<file path="config.mk">
export PLATFORM = sky130hd
export DESIGN_NAME = transfer_controller
export DESIGN_NICKNAME = d
export VERILOG_FILES = /design/src/rtl/transfer_controller.sv
export SDC_FILE = /design/constraint.sdc
export NUM_CORES = 1
export LEC_CHECK = 0
export CORE_MARGIN = 8
export CORE_UTILIZATION = 39
export DETAILED_ROUTE_END_ITERATION = 10
export GPL_TIMING_DRIVEN = 0
export PLACE_DENSITY = 0.72
export SLEW_MARGIN = 20
export SYNTH_ARGS = -nofsm -noshare
export SYNTH_HDL_FRONTEND = slang
export SYNTH_SLANG_ARGS = --single-unit
</file>
<file path="constraint.sdc">
create_clock -name i_clock -period 2.3 [get_ports i_clock]
set_clock_uncertainty 0.1 [all_clocks]
set_input_delay 0.46 -clock i_clock [delete_from_list [all_inputs] [get_ports i_clock]]
set_output_delay 0.46 -clock i_clock [all_outputs]
set_load 0.01 [all_outputs]
</file>
<file path="src/rtl/transfer_controller.sv">
// transfer_controller: sequences a signed element-wise max of memory 1 into memory 2
module transfer_controller #(
  parameter int ADDR_W = 3,
  parameter int DATA_W = 8
) (
  input  logic              i_clock,
  input  logic              i_reset,
  input  logic              i_start,
  input  logic [DATA_W-1:0] i_mem_data1,
  input  logic [DATA_W-1:0] i_mem_data2,
  input  logic              i_sign,
  output logic [DATA_W-1:0] o_dout1,
  output logic [DATA_W-1:0] o_dout2,
  output logic [ADDR_W-1:0] o_addr,
  output logic              o_we2,
  output logic [DATA_W-1:0] o_wr_data2,
  output logic              o_busy,
  output logic              o_done,
  output logic [ADDR_W:0]   o_count
);
  typedef enum logic [2:0] {S_IDLE, S_READ, S_CMP, S_WRITE, S_DONE} state_t;
  localparam logic [ADDR_W-1:0] LAST = '1;
  state_t              r_state;
  state_t              w_next;
  logic                w_adv;
  logic [ADDR_W-1:0]   r_addr;
  logic [ADDR_W:0]     r_count;
  logic [DATA_W-1:0]   r_dout1;
  logic [DATA_W-1:0]   r_dout2;
  // next state; advance leaves CMP without a write or WRITE, stopping at the last address
  always_comb begin
    w_adv  = (r_state == S_CMP && !i_sign) || r_state == S_WRITE;
    w_next = r_state == S_IDLE ? (i_start ? S_READ : S_IDLE)
           : r_state == S_READ ? S_CMP
           : (r_state == S_CMP && i_sign) ? S_WRITE
           : w_adv ? (r_addr == LAST ? S_DONE : S_READ)
           : S_IDLE;
  end
  // state, address/index, word registers and write count
  always_ff @(posedge i_clock) begin
    if (i_reset) begin
      r_state <= S_IDLE;
      r_addr  <= '0;
      r_count <= '0;
      r_dout1 <= '0;
      r_dout2 <= '0;
    end else begin
      r_state <= w_next;
      if (r_state == S_IDLE && i_start) r_count <= '0;
      if (r_state == S_DONE) r_addr <= '0;
      if (w_adv && r_addr != LAST) r_addr <= r_addr + ADDR_W'(1);
      if (r_state == S_READ) begin
        r_dout1 <= i_mem_data1;
        r_dout2 <= i_mem_data2;
      end
      if (r_state == S_WRITE) r_count <= r_count + (ADDR_W + 1)'(1);
    end
  end
  assign o_dout1    = r_dout1;
  assign o_dout2    = r_dout2;
  assign o_addr     = r_addr;
  assign o_we2      = r_state == S_WRITE && !i_reset;
  assign o_wr_data2 = r_dout1;
  assign o_busy     = r_state == S_READ || r_state == S_CMP || r_state == S_WRITE;
  assign o_done     = r_state == S_DONE;
  assign o_count    = r_count;
endmodule

</file>
==> impl_metrics.env <==
export IMPL_die_h_um=71.4
export IMPL_io_buffers=52
export IMPL_met1_usage_pct=12.8
export IMPL_syn2layout_area_growth_pct=50.7
export IMPL_antenna_found_initial=0
export IMPL_critPathArrivalTime_ns=1.58
export IMPL_power_density_mw_per_mm2=515
export IMPL_clk_latency_ns=0.31
export IMPL_status="finished clean"
export IMPL_grt_pass1_vias=1183
export IMPL_critical_path_max_fanout=10
export IMPL_std_cell_rows=20
export IMPL_hold_viol=0
export IMPL_setup_tns_ns=0
export IMPL_post_route_period_util_pct=92.9
export IMPL_globalRouteOverflowTotal=0
export IMPL_htree_levels=1
export IMPL_maxSlewViolCount=0
export IMPL_postPlaceCellArea_mm2=0.00176
export IMPL_clockBufferDepth=2
export IMPL_grt_busiest_layer="met2"
export IMPL_fillers=294
export IMPL_syn_area_mm2=0.00119
export IMPL_io_pins=54
export IMPL_hold_class="flip-flop to flip-flop"
export IMPL_max_cap_viol_count=0
export IMPL_avgViaCountPerCell=5.11
export IMPL_hold_buffers=0
export IMPL_first_pass_iters=4
export IMPL_syn_inst=146
export IMPL_wirelength_um=3190
export IMPL_design_area_mm2=0.00180
export IMPL_nets=226
export IMPL_p_leak_nw=0.695
export IMPL_multi_input_area_um2=554
export IMPL_required_ns=1.74
export IMPL_globalplace_congestion=0.770
export IMPL_diodes=0
export IMPL_regArea_um2=522
export IMPL_vias=1200
export IMPL_cts_sinks=26
export IMPL_synth_distinct_cells=31
export IMPL_dp_hpwl_um=2510
export IMPL_setup_viol=0
export IMPL_synth_seq_cells=26
export IMPL_drive_above_1_share_pct=12.4
export IMPL_crit_path_end_kind="primary output"
export IMPL_fmax_mhz=468
export IMPL_yosys_warnings=0
export IMPL_tightest_slew_ns=0.487
export IMPL_die_area_mm2=0.00509
export IMPL_syn_num_nets=169
export IMPL_grt_max_degree=20
export IMPL_syn_avg_cell_area_um2=8.18
export IMPL_period_needed_ns=2.14
export IMPL_p_total_uw=928
export IMPL_cts_tree="done"
export IMPL_final_core_util_pct=60.5
export IMPL_finalWorstSetupSlack_ns=0.163
export IMPL_die_w_um=71.4
export IMPL_wl_per_cell_um=13.6
export IMPL_timing_worst_setup_path_type="flip-flop to primary output"
export IMPL_cts_made_buffers=3
export IMPL_rsz0062_at_grt="no"
export IMPL_pre_cts_ws_ns=0.0707
export IMPL_grtUsageTotal_pct=12.2
export IMPL_core_area_mm2=0.00298
export IMPL_ir_worst_vdd_mv=0.342
export IMPL_cts_root_buffer="clkbuf_4"
export IMPL_max_slew_margin_pct=67.6
export IMPL_met3_usage_pct=4.74
export IMPL_clk_pin_slew_ns=0.13
export IMPL_start_util_pct=40.1
export IMPL_ant_nets=0
export IMPL_startpoint_type="flip-flop"
export IMPL_use_met2_pct=21.7
export IMPL_drtIter0Drc=40
export IMPL_yosysSeqAreaShare_pct=43.6
export IMPL_drcViolationCount=0
export IMPL_grt_pass1_wl_um=5180
[path summary, 6_finish.rpt]
check	end	startpoint	slack [ns]	depth (start not counted)
setup / recovery	o_done	r_state[2]	0.16	4
setup reg to reg	o_addr[0]	o_addr[0]	0.49	5
hold / removal	o_dout2[1]	o_dout2[1]	0.36	2
hold reg to reg	o_dout2[1]	o_dout2[1]	0.36	2
[metrics by stage]
stage                     cells  hold WS (ns)
after floorplan             146         0.381
after global placement      231         0.342
after detailed placement    231         0.349
after CTS                   235         0.368
after global routing        235         0.394
final                       235         0.363
[where the power goes]
group	internal (mW)	switching, mW
sequential	0.473	0.0139
combinational	0.123	0.0966
clock	0.0966	0.125
[worst max-delay path: stages, from the launching register on]
cell,delay [ns]
dfxtp_2,0.36
buf_4,0.17
or3b_4,0.41
inv_1,0.06
dlygate4sd2_1,0.27
[logic make-up (layout without fill, tap and decap cells)]
group                    after synthesis  count (layout)  share of synthesized area (%)
AND/OR/NAND/NOR                       66              66                           27.3
multiplexers                           2               2                           1.68
flip-flops                            26              26                           43.6
buffers and inverters                 20              76                           10.3
adder cells (fa/ha/maj)                3               3                           3.14
AO/OA/AOI/OAI                         29              29                           14.0
[synth_stat cells]
cell type | instances | share of area, %
nand2b_1 | 1 | 0.52
nand3b_1 | 1 | 0.63
a41oi_1 | 1 | 0.73
a21oi_1 | 20 | 8.4
a2111oi_0 | 1 | 0.73
a21boi_0 | 1 | 0.63
mux2i_1 | 2 | 1.7
buf_2 | 2 | 0.84
or3b_2 | 3 | 2.2
nand2_1 | 36 | 11
o211ai_1 | 3 | 1.9
nand3_1 | 4 | 1.7
o21ai_0 | 1 | 0.42
inv_1 | 2 | 0.63
nor4_1 | 1 | 0.52
ha_1 | 3 | 3.1
or3b_4 | 1 | 0.94
nor2_1 | 5 | 1.6
a21oi_2 | 1 | 0.73
nor3b_2 | 1 | 1.0
buf_4 | 12 | 7.5
nor3_1 | 4 | 1.7
or3b_1 | 1 | 0.73
nor3b_1 | 1 | 0.63
and4_1 | 1 | 0.73
dfxtp_1 | 26 | 44
clkbuf_1 | 4 | 1.3
or3_1 | 2 | 1.0
a31oi_1 | 1 | 0.52
nand4_1 | 1 | 0.52
nor2b_1 | 3 | 1.6
[final cells by class]
cell class | count | share of cell area [%]
repair buffers | 53 | 29.4
flip-flops and latches | 26 | 29.0
well taps | 33 | 2.29
clock buffers | 4 | 2.02
multi-input cells | 100 | 30.8
plain buffers | 17 | 6.12
inverters | 2 | 0.417
[state kept, by name, summed over array words and instances (netlist names)]
name and flops:
o_count 4, o_addr 3, o_dout1 8, r_state 3
o_dout2 8
[layer usage]
| layer | routed length, µm | vias up |
|---|---|---|
| met3 | 311 | 2 |
| met5 | 0 | - |
| met4 | 15 | 0 |
| met2 | 1570 | 46 |
| met1 | 1290 | 552 |
| li1 | - | 600 |
[layout by cell type, fill, tap and decap left out, types with 2 or more instances in the layout]
cell and count:
dfxtp_1 25, or3b_4 2, clkdlybuf4s50_1 50, nor3_1 4
o211ai_1 3, or3_1 2, mux2i_1 2, a21oi_1 20
clkbuf_1 4, nor2_1 5, ha_1 3, or3b_2 2
buf_4 13, nor2b_1 3, clkbuf_4 3, inv_1 2
nand2_1 36, nand3_1 4
[timing repair]
action	CTS	global route
hold endpoints to repair	0	0
cloned	0	0
endpoints found under the setup margin	2	1
setup buffers	1	0
gates resized for setup	3	1
No activity file was read; power rests on OpenSTA's default activity.
